## config.mk

```make
export PLATFORM = sky130hd
export DESIGN_NAME = traffic_scheduler
export DESIGN_NICKNAME = d
export VERILOG_FILES = /design/src/rtl/traffic_scheduler.sv
export SDC_FILE = /design/constraint.sdc
export NUM_CORES = 1
export LEC_CHECK = 0
export ABC_AREA = 0
export BUFFER_PORTS_ARGS = -buffer_cell sky130_fd_sc_hd__buf_2
export CAP_MARGIN = 40
export CORE_MARGIN = 5
export CORE_UTILIZATION = 45
export CTS_CLUSTER_DIAMETER = 50
export DETAILED_ROUTE_END_ITERATION = 16
export PLACE_DENSITY_LB_ADDON = 0.05
export REMOVE_ABC_BUFFERS = 1
export SYNTH_ARGS = -nofsm -noshare
export SYNTH_HDL_FRONTEND = slang
export SYNTH_SLANG_ARGS = --single-unit
export TNS_END_PERCENT = 1
```

## constraint.sdc

```tcl
create_clock -name i_Clk -period 2.9 [get_ports i_Clk]
set_input_delay 0 -clock i_Clk [delete_from_list [all_inputs] [get_ports i_Clk]]
set_output_delay 0 -clock i_Clk [all_outputs]
set_load 0.02 [all_outputs]
```

## src/rtl/traffic_scheduler.sv

```systemverilog
// Frogger traffic scheduler: advances four car lanes at level-dependent rates
// and runs the IDLE/RUN/PAUSED/CRASHED game-flow state machine.
module traffic_scheduler #(
    parameter int BASE_TICKS = 12500000,
    parameter int MAX_X      = 20,
    parameter int NUM_LANES  = 4
) (
    input  logic        i_Clk,
    input  logic        i_Rst,
    input  logic        i_Start,
    input  logic        i_Pause,
    input  logic        i_Collision,
    input  logic [1:0]  i_Level,
    output logic [19:0] o_Car_X,
    output logic [3:0]  o_Lane_Step,
    output logic [1:0]  o_State
);

    localparam logic [1:0] ST_IDLE    = 2'd0;
    localparam logic [1:0] ST_RUN     = 2'd1;
    localparam logic [1:0] ST_PAUSED  = 2'd2;
    localparam logic [1:0] ST_CRASHED = 2'd3;

    localparam int                BASE_W    = (BASE_TICKS > 1) ? $clog2(BASE_TICKS) : 1;
    localparam logic [BASE_W-1:0] BASE_LAST = BASE_W'(BASE_TICKS - 1);
    localparam logic [4:0]        X_LAST    = 5'(MAX_X);

    logic [1:0]        state_reg;
    logic [1:0]        state_next;
    logic [BASE_W-1:0] base_reg;
    logic              reload;
    logic              advance;
    logic              tick;
    logic [19:0]       car_x_w;
    logic [3:0]        step_w;

    always_ff @(posedge i_Clk or posedge i_Rst) begin
        if (i_Rst) begin
            state_reg <= ST_IDLE;
        end else begin
            state_reg <= state_next;
        end
    end

    always_comb begin
        state_next = state_reg;
        case (state_reg)
            ST_IDLE: begin
                if (i_Start) state_next = ST_RUN;
            end
            ST_RUN: begin
                if (i_Collision)  state_next = ST_CRASHED;
                else if (i_Start) state_next = ST_RUN;
                else if (i_Pause) state_next = ST_PAUSED;
            end
            ST_PAUSED: begin
                if (i_Collision)              state_next = ST_CRASHED;
                else if (i_Start || !i_Pause) state_next = ST_RUN;
            end
            default: begin
                if (i_Start) state_next = ST_RUN;
            end
        endcase
    end

    // Time only accrues on cycles that end in RUN without a (re)start, so a
    // tick due on pause entry is held and fires on the resume edge instead.
    assign reload  = i_Start && (state_next == ST_RUN);
    assign advance = !i_Start && (state_next == ST_RUN);
    assign tick    = advance && (base_reg == BASE_LAST);

    always_ff @(posedge i_Clk or posedge i_Rst) begin
        if (i_Rst) begin
            base_reg <= '0;
        end else if (reload) begin
            base_reg <= '0;
        end else if (advance) begin
            base_reg <= tick ? '0 : base_reg + 1'b1;
        end
    end

    generate
        for (genvar gi = 0; gi < NUM_LANES; gi++) begin : g_lane
            localparam int         DELAY   = (gi == 0) ? 4 : (gi == 1) ? 3 : 2;
            localparam logic [4:0] X_START = 5'(5 * gi);

            logic [2:0] cnt_reg;
            logic [4:0] x_reg;
            logic       step_reg;
            logic [2:0] period;
            logic       due;
            logic [4:0] x_next;

            assign period = (DELAY > int'(i_Level)) ? 3'(DELAY - int'(i_Level)) : 3'd1;
            // ">=" lets a lowered period take effect on the very next tick
            assign due    = (cnt_reg >= period - 3'd1);

            if (gi % 2 == 0) begin : g_fwd
                assign x_next = (x_reg >= X_LAST) ? 5'd0 : x_reg + 5'd1;
            end else begin : g_rev
                assign x_next = (x_reg == 5'd0) ? X_LAST : x_reg - 5'd1;
            end

            always_ff @(posedge i_Clk or posedge i_Rst) begin
                if (i_Rst) begin
                    cnt_reg  <= '0;
                    x_reg    <= X_START;
                    step_reg <= 1'b0;
                end else begin
                    step_reg <= 1'b0;
                    if (reload) begin
                        cnt_reg <= '0;
                        x_reg   <= X_START;
                    end else if (tick) begin
                        if (due) begin
                            cnt_reg  <= '0;
                            x_reg    <= x_next;
                            step_reg <= 1'b1;
                        end else begin
                            cnt_reg <= cnt_reg + 3'd1;
                        end
                    end
                end
            end

            assign car_x_w[5*gi +: 5] = x_reg;
            assign step_w[gi]         = step_reg;
        end
    endgenerate

    always_comb begin
        o_State     = state_reg;
        o_Car_X     = car_x_w;
        o_Lane_Step = step_w;
    end

endmodule

```

==> results of run 1 <==
==> final timing paths <==
check,from,end,slack [ns],cells after the start
setup / recovery,o_State[0]$_DFF_PP0_,g_lane[0].x_reg[3]$_DFFE_PP0P_,0.16,7
hold / removal,i_Start,base_reg[4]$_DFFE_PP0P_,0.03,2
setup reg to reg,o_State[0]$_DFF_PP0_,g_lane[0].x_reg[3]$_DFFE_PP0P_,0.16,7
hold reg to reg,base_reg[20]$_DFFE_PP0P_,base_reg[20]$_DFFE_PP0P_,0.49,1
max in group asynchronous,i_Rst,g_lane[3].x_reg[3]$_DFFE_PP1P_,1.91,4
min in group asynchronous,i_Rst,g_lane[1].x_reg[1]$_DFFE_PP0P_,0.22,3
==> cell families after synthesis <==
kind of cell | after synthesis | synth area share [%]
buffers and inverters | 39 | 4.78
AO/OA/AOI/OAI | 73 | 12.2
AND/OR/NAND/NOR | 171 | 27.3
flip-flops | 62 | 44.8
other | 1 | 0.108
multiplexers | 1 | 0.323
XOR/XNOR | 13 | 3.27
adder cells (fa/ha/maj) | 20 | 7.18
==> layout make-up <==
cell class | instances | area, µm² | area share, %
Clock inverter | 1 | 5.00 | 0.126
Timing Repair Buffer | 46 | 268 | 6.72
Sequential cell | 62 | 1560 | 39.2
Inverter | 24 | 90.1 | 2.26
Tap cell | 102 | 128 | 3.20
Clock buffer | 15 | 176 | 4.43
Multi-Input combinational cell | 279 | 1760 | 44.1
==> worst register-to-register path, cell delays in order (launching register included) <==
cell and delay (ns):
dfrtp_1 0.40, inv_1 0.09, ha_1 0.34, o211a_1 0.23, o21a_1 0.23, or4b_1 0.69
or4_1 0.52, a21oi_1 0.16
==> through the flow <==
step / hold WS (ns) / total power [mW] / cell area, µm² / utilization, %
6_report: 0.0343 / 2.32 / 3990 / 52.1
5_1_grt: 0.0336 / 2.45 / 3990 / 52.1
4_1_cts: 0.0234 / 2.33 / 3990 / 52.1
3_5_place_dp: 0.0569 / 1.63 / 3790 / 49.6
3_3_place_gp: 0.0459 / 1.60 / 3790 / 49.5
2_1_floorplan: 0.0958 / 1.35 / 3410 / -
==> cells in the mapped netlist (3+ instances only) <==
cell type / n / area share (%)
nor2b_1: 3 / 0.54
nand4_1: 10 / 1.8
xnor2_1: 3 / 0.75
and3_1: 4 / 0.72
nand2_1: 37 / 4.0
nand3_1: 31 / 4.5
o21ai_0: 28 / 4.0
o21a_1: 4 / 0.86
and4_1: 4 / 1.0
dfstp_2: 8 / 6.0
or4_1: 5 / 1.1
a21oi_1: 23 / 3.3
nor3_1: 7 / 1.0
or3_1: 15 / 2.7
ha_1: 20 / 7.2
dfrtp_1: 54 / 39
inv_2: 3 / 0.32
or4b_1: 4 / 1.1
inv_1: 21 / 2.3
xor2_1: 10 / 2.5
nor2_1: 28 / 3.0
buf_4: 5 / 1.1
nand4b_1: 5 / 1.3
a31oi_1: 4 / 0.72
clkbuf_1: 8 / 0.86
==> layer usage <==
layer	vias to the layer above	track usage (%)	share of wire, %
met5	-	0	0
met4	0	3.73	0.93
met3	7	4.43	3.8
met2	39	27.0	46
met1	1367	24.4	49
li1	1433	-	-
==> report_power, final <==
part | switching, mW | leakage (nW) | internal (mW) | total, mW
Clock | 0.327 | 0.0937 | 0.381 | 0.708
Sequential | 0.0405 | 0.831 | 0.902 | 0.942
Combinational | 0.490 | 0.944 | 0.181 | 0.671
==> results.md, run 1 <==
* Clk_skew at 0.0105 ns
* Die extent in y at 98.0 µm
* Startpoint class of the critical path: flip-flop
* Initial DRC count at 140
* # DRC at 0
* Worst Hold Class: in -> reg
* CTS root buf: clkbuf_8
* Commonest non-fill, non-tap cell in the layout: dfrtp_1
* Gpl congestion at 0.794
* N_diodes at 0
* Post-DRT Antenna Nets at 0
* Gr usage total at 17.3%
* Vias at 2846
* Delay-heaviest family, CP: simple AND/OR/NAND/NOR gates
* Slew @ Worst Pin at 0.852 ns
* CP Max Fanout at 9
* Critical path cell sequence: inv_1 -> ha_1 -> o211a_1 -> o21a_1 -> or4b_1 -> or4_1 -> a21oi_1
* Worst path arrival time at 2.99 ns
* CTS hold repair buffers at 1
* Hold Vio Cnt, Final at 0
* Mapped Area at 3480 µm²
* CTS sink count at 62
* Yosys Warn Count at 0
* Largest net degree at the start of global routing at 26
* Most frequent cells in the layout: dfrtp_1 (54), nand2_1 (37), buf_2 (32)
* Vias in the first global route at 2760
* Max-Cap Viols at 0
* Vias per cell at 5.38
* Initial antenna violation count at 0
* Worst-skew pair later-pin latency at 0.33 ns
* Layout Area Growth over Synthesis at 14.4%
* Max Slew Vio Count at 0
* TritonCTS clock tree: yes
* PostCTS Resize Cnt at 0
* PortBufs at 32
* DP HPWL at 5640 µm
* Ys flop type: dfrtp_1
* Share of flip-flops with an asynchronous set or reset at 100%
* I/O pins at 33
* Seq/Total Area, Yosys at 44.8%
* #FFs+latches synth at 62
* Worst path buffer plus inverter count at 1
* Leak Pwr at 1.87 nW
* Power per cell area at 583 nW/µm²
* Die area at 9600 µm²
* Core footprint at 7650 µm²
* Distinct cell type count of the synthesized netlist at 53
* Placed cell count at 512
* Fillers at 742
* Worst Setup End Kind: flip-flop
* Postcts setup bufs at 0
* Total grt overflow at 0
* DR WL/cell at 14.8 µm
* Final Net Count at 449
* Die W at 98.0 µm
* Slowest cell on the critical path: or4b_1
* Crit path required time at 3.16 ns
* H-tree Lvls at 3
* Cells after Synth at 380
* First-pass DRT Iterations at 4
* Pre-CTS WS at 0.181 ns
* First-pass GRT wire length at 13700 µm
* WL final at 7830 µm
* Fin cells at 529
* Status: finished, final reports clean
* TritonCTS Buffers at 9
* Row count at 32
* RSZ-0062 raised after global routing: no
* Tcrit/Tclk final at 94.3%
* Setup TNS at 0 ns
* Syn_area_per_cell at 9.17 µm²
* Final setup fails at 0
* Largest register FFs at 24
* Critical path class: reg -> reg
* Tmin final at 2.74 ns
* Layout cells sized above 1 at 18.3%
* Max incr delay on CP at 0.69 ns
* Clock Tree Buf Depth at 2
* Peak supply drop at 0.000303 V
* Fmax at 0.366 GHz
* Slew Limit Headroom at 42.4%
* Post-synth EDFFs at 0
* CTS clk-pin slew, worst paths at 0.07 ns
* Worst Setup Slack, final at 0.164 ns
* Initial Util at 45.6%
Power figures use the tool's default switching activity.
==> run 2, diff against run 1 <==
- PLACE_DENSITY: not set -> 0.7
- PLACE_DENSITY_LB_ADDON: 0.05 -> not set
==> run 2 against run 1 <==
Clock skew barely moved. Sequential share of layout area shrank 0.086 points. Clock power about the same. Setup slack improved by 0.017 ns. Maximum frequency increased by 0.62%. Critical endpoint is now g_lane[2].x_reg[3]$_DFFE_PP1P_.
==> results.md, run 2 (synthesis gave the netlist of run 1 again) <==
* Status: finished, final reports clean
* CP Max Fanout at 5 (-4)
* Die extent in y at 98.0 µm (unchanged)
* Power per cell area at 579 nW/µm² (-0.56%)
* Worst path arrival time at 2.99 ns (about the same)
* Initial Util at 45.6% (unchanged)
* Design Area, Final at 3990 µm² (+0.22%)
* Initial DRC count at 125 (-11%)
* Startpoint class of the critical path: flip-flop
* # DRC at 0 (unchanged)
* Clk_skew at 0.0102 ns (-0.000225 ns)
* H-tree Lvls at 3 (unchanged)
* Max Slew Vio Count at 0 (unchanged)
* Clock Tree Buf Depth at 2 (unchanged)
* R2R cell count at 8 (+1)
* Largest register FFs at 24 (unchanged)
* Fillers at 731 (-1.5%)
* Slew Limit Headroom at 48.6% (+6.2 points)
* R2r endpoint: g_lane[2].x_reg[3]$_DFFE_PP1P_
* Fmax at 0.368 GHz (+0.62%)
* Vias per cell at 5.53 (+2.8%)
* First-pass DRT Iterations at 4 (unchanged)
* Vias at 2927 (+2.8%)
* Total grt overflow at 0 (unchanged)
* Crit. Startpoint: o_State[0]$_DFF_PP0_
* N_diodes at 0 (unchanged)
* CTS clk-pin slew, worst paths at 0.07 ns (about the same)
* Layout Area Growth over Synthesis at 14.6%
* R2r setup slk at 0.18 ns (+0.02 ns)
* Commonest non-fill, non-tap cell in the layout: dfrtp_1
* TritonCTS clock tree: yes
* Final setup fails at 0 (unchanged)
* Core footprint at 7650 µm² (unchanged)
* Gr usage total at 16.9% (-0.37 points)
* DP HPWL at 5430 µm (-3.7%)
* Tmin final at 2.72 ns (-0.0169 ns)
* Worst setup path endpoint: g_lane[2].x_reg[3]$_DFFE_PP1P_
* Fin cells at 529 (unchanged)
* Hold path start: i_Start
* Layout cells sized above 1 at 19.0% (+0.70 points)
* Placed cell count at 512 (unchanged)
* WL final at 7590 µm (-3.1%)
* PortBufs at 32 (unchanged)
* CTS root buf: clkbuf_8
* Largest net degree at the start of global routing at 36 (+38%)
* Row count at 32 (unchanged)
* Final Net Count at 449 (unchanged)
* Vias in the first global route at 2801 (+1.5%)
* First-pass GRT wire length at 13300 µm (-2.9%)
* Peak supply drop at 0.000320 V (+5.6%)
* Crit path required time at 3.17 ns (about the same)
* Max-Cap Viols at 0 (unchanged)
* Worst Hold Class: in -> reg
* Most frequent cells in the layout: dfrtp_1 (54), nand2_1 (37), buf_2 (32)
* DP Area at 3790 µm² (unchanged)
* Worst Setup End Kind: flip-flop
* RSZ-0062 raised after global routing: no
* Worst-skew pair later-pin latency at 0.34 ns (about the same)
* Post-DRT Antenna Nets at 0 (unchanged)
* Slew @ Worst Pin at 0.770 ns (-0.0818 ns)
* Setup TNS at 0 ns (unchanged)
* Leak Pwr at 1.87 nW (+0.19%)
* Hold Vio Cnt, Final at 0 (unchanged)
* CTS sink count at 62 (unchanged)
* DR WL/cell at 14.4 µm (-3.1%)
* TritonCTS Buffers at 9 (unchanged)
* Critical path class: reg -> reg
* Initial antenna violation count at 0 (unchanged)
* Tcrit/Tclk final at 93.8% (-0.58 points)
* I/O pins at 33 (unchanged)
* Worst R2R Start: o_State[0]$_DFF_PP0_
* PnR Total Power at 2.31 mW (-0.34%)
* Die W at 98.0 µm (unchanged)
* Gpl congestion at 0.839 (+5.7%)
* Die area at 9600 µm² (unchanged)
==> run 2: worst min-delay path by stage <==
stage / slack, ns / to / cells after the start
6_report: 0.02 / base_reg[4]$_DFFE_PP0P_ / 2
5_1_grt: 0.01 / base_reg[4]$_DFFE_PP0P_ / 2
4_1_cts: 0.001 / base_reg[4]$_DFFE_PP0P_ / 2
3_5_place_dp: 0.19 / base_reg[19]$_DFFE_PP0P_ / 2
3_3_place_gp: 0.19 / base_reg[19]$_DFFE_PP0P_ / 2
2_1_floorplan: 0.1 / base_reg[4]$_DFFE_PP0P_ / 1
==> run 2: power breakdown <==
group,switching (mW),internal [mW]
clock network,0.330,0.378
registers,0.0398,0.902
logic,0.482,0.183
==> run 2: timing repair <==
action                                 CTS  global route
gates resized for setup                  0             1
setup endpoints to repair                0             2
hold buffers                             1             0
buffers inserted                         0             0
endpoints found under the hold margin   30             0
==> run 2: worst max-delay path, stage by stage (launching register included) <==
cell	delay [ns]
dfrtp_1	0.39
inv_1	0.08
ha_1	0.35
o211a_1	0.25
o21a_1	0.25
buf_4	0.18
or4b_1	0.56
or4_1	0.49
nand3_1	0.09
==> run 2: cell type report <==
cell class | count | area [µm²] | share of cell area [%]
inverter | 24 | 90.1 | 2.26
multi-input combinational | 279 | 1760 | 44.1
clock inverter | 3 | 17.5 | 0.439
timing repair buffer | 46 | 268 | 6.70
clock buffer | 13 | 169 | 4.23
sequential | 62 | 1560 | 39.1
tap | 102 | 128 | 3.20
==> run 2: metal layers <==
layer  GRT usage [%]  wire length, µm
met1            22.4             3500
met5               0                0
met4            6.92              149
met2            26.9             3620
met3            3.93              321
==> run 2: per-stage QoR <==
stage	setup slack [ns]	utilization, %	hold slack, ns
floorplan	0.185	-	0.0958
global placement	0.277	49.5	0.186
detailed placement	0.138	49.6	0.189
CTS	0.107	52.2	0.00104
global route	0.0576	52.2	0.00968
finish	0.181	52.2	0.0209
==> run 3, diff against run 2 <==
==> constraint.sdc (replaced) <==
create_clock -name i_Clk -period 2.9 [get_ports i_Clk]
set_input_delay 0.145 -clock i_Clk [delete_from_list [all_inputs] [get_ports i_Clk]]
set_output_delay 0.145 -clock i_Clk [all_outputs]
set_load 0.02 [all_outputs]
==> run 3 against run 2 <==
Global-route usage down 0.55 points. Wire length rose by 0.11%. Total power up 5.3%. Sequential power is essentially flat. Setup slack better by 0.0071 ns. Cell area increased by 1.0%. Clock power grew 20%. Cell count is 0.19% higher. Combinational power is 2% lower. Non-clock buffer count rose by 1. Hold slack gained 0.15 ns. Register-to-register slack is essentially flat. Largest power group unchanged. Highest routed layer unchanged.
==> results.md, run 3 (synthesis gave the netlist of run 1 again) <==
* Status: finished, final reports clean
* Initial Util at 45.6% (unchanged)
* I/O pins at 33 (unchanged)
* Placed cell count at 513 (+0.20%)
* Final Net Count at 450 (+0.22%)
* Die area at 9600 µm² (unchanged)
* N_diodes at 0 (unchanged)
* Worst-skew pair later-pin latency at 0.34 ns (about the same)
* WL final at 7600 µm (+0.11%)
* Leak Pwr at 1.89 nW (+0.89%)
* DP HPWL at 5440 µm (+0.22%)
* Crit path required time at 3.17 ns (about the same)
* Die extent in y at 98.0 µm (unchanged)
* Clk_skew at 0.00646 ns (-0.00379 ns)
* Worst Setup End Kind: flip-flop
* RSZ-0062 raised after global routing: no
* Total grt overflow at 0 (unchanged)
* Most frequent cells in the layout: dfrtp_1 (54), nand2_1 (37), buf_2 (32)
* First-pass GRT wire length at 12900 µm (-3.2%)
* Final setup fails at 0 (unchanged)
* Vias per cell at 5.52 (-0.19%)
* Fin cells at 530 (+0.19%)
* Tcrit/Tclk final at 93.5% (-0.24 points)
* First-pass DRT Iterations at 4 (unchanged)
* Max Slew Vio Count at 0 (unchanged)
* Pre-CTS WS at 0.210 ns (+0.0713 ns)
* # DRC at 0 (unchanged)
* Layout Area Growth over Synthesis at 15.8%
* H-tree Lvls at 3 (unchanged)
* Delay-heaviest family, CP: simple AND/OR/NAND/NOR gates
* Vias at 2927 (unchanged)
* Power per cell area at 604 nW/µm² (+4.3%)
* CTS root buf: clkbuf_8
* Initial antenna violation count at 0 (unchanged)
* TritonCTS Buffers at 9 (unchanged)
* Vias in the first global route at 2685 (-4.1%)
* CTS clk-pin slew, worst paths at 0.07 ns (about the same)
* Worst Setup Slack, final at 0.188 ns (+0.00707 ns)
* Core footprint at 7650 µm² (unchanged)
* Tmin final at 2.71 ns (-0.00707 ns)
* Worst Hold Class: in -> reg
* Worst path buffer plus inverter count at 1 (-1)
* Startpoint class of the critical path: flip-flop
* PortBufs at 32 (unchanged)
* Critical path class: reg -> reg
* Largest register FFs at 24 (unchanged)
* Hold Vio Cnt, Final at 0 (unchanged)
* Row count at 32 (unchanged)
* Slew @ Worst Pin at 0.787 ns (+0.0163 ns)
* Most used cell, CP: or4b_1
* Initial DRC count at 136 (+8.8%)
* Max-Cap Viols at 0 (unchanged)
* Worst path arrival time at 2.98 ns (about the same)
* Clock Tree Buf Depth at 2 (unchanged)
* Hold WS at 0.176 ns (+0.155 ns)
* Postcts setup bufs at 0 (unchanged)
* CP Max Fanout at 9 (+4)
* Largest net degree at the start of global routing at 38 (+5.6%)
* Layout cells sized above 1 at 19.2% (+0.19 points)
* Peak supply drop at 0.000384 V (+20%)
* Critical path cell sequence: inv_1 -> ha_1 -> o211a_1 -> o21a_1 -> or4b_1 -> or4b_1 -> a21oi_1
* Gpl congestion at 0.848 (+1.1%)
* Fmax at 0.369 GHz (+0.26%)
* Slew Limit Headroom at 47.5% (-1.1 points)
* Setup TNS at 0 ns (unchanged)
* Max incr delay on CP at 0.69 ns (+0.13 ns)
* Post-DRT Antenna Nets at 0 (unchanged)
* Gr usage total at 16.4% (-0.55 points)
* TritonCTS clock tree: yes
* Commonest non-fill, non-tap cell in the layout: dfrtp_1
* Die W at 98.0 µm (unchanged)
* CTS sink count at 62 (unchanged)
* Slowest cell on the critical path: or4b_1
* DR WL/cell at 14.3 µm (about the same)
## run 3: changes by cell type in the layout (fill, tap and decap cells not counted)
cell       previous run  this run
clkbuf_1              1         0
or4b_1                3         4
buf_4                13        14
clkbuf_8             12         9
bufinv_16             0         2
or4b_4                1         0
clkinv_4              0         3
clkinv_2              2         1
## run 3: stage by stage
step,power [mW],utilization [%],area [µm²]
finish,2.44,52.7,4030
global route,2.59,52.7,4030
floorplan,1.35,-,3410
detailed placement,1.61,49.7,3800
CTS,2.46,52.7,4030
global placement,1.58,49.6,3790
## run 3: layout make-up
cell class,count,area (µm²)
Sequential cell,62,1560
Clock inverter,7,98.8
Clock buffer,9,124
Timing Repair Buffer,47,275
Inverter,24,90.1
Multi-Input combinational cell,279,1760
Fill cell,714,3610
Tap cell,102,128
## run 3: metal layers
metal  track usage, %  share of wire, %  vias to the layer above
met1             21.7                47                     1421
met4             4.37               1.1                        0
li1                 -                 -                     1443
met5                0                 0                        -
met3             4.50               3.5                       10
met2             26.6                48                       53
## run 3: path summary, 6_finish.rpt
kind | slack, ns | cells past startpoint | start | end
worst min-delay path | 0.18 | 2 | i_Start | base_reg[4]$_DFFE_PP0P_
worst max-delay path | 0.19 | 7 | o_State[0]$_DFF_PP0_ | g_lane[0].x_reg[2]$_DFFE_PP0P_
min in group asynchronous | 0.49 | 3 | i_Rst | g_lane[2].step_reg$_DFF_PP0_
worst max register to register | 0.19 | 7 | o_State[0]$_DFF_PP0_ | g_lane[0].x_reg[2]$_DFFE_PP0P_
worst min register to register | 0.48 | 2 | g_lane[0].cnt_reg[2]$_DFFE_PP0P_ | g_lane[0].cnt_reg[2]$_DFFE_PP0P_
max in group asynchronous | 1.63 | 4 | i_Rst | g_lane[1].x_reg[2]$_DFFE_PP1P_
## run 3: what timing repair did
item,CTS,global route
endpoints found under the hold margin,32,0
hold buffers,1,0
gates resized for setup,0,0
## run 3: power by group
part	leakage (nW)	switching (mW)	total (mW)	internal (mW)
clock network	0.109	0.360	0.846	0.486
logic	0.948	0.468	0.650	0.182
registers	0.831	0.0391	0.941	0.901
total	1.89	0.867	2.44	1.57
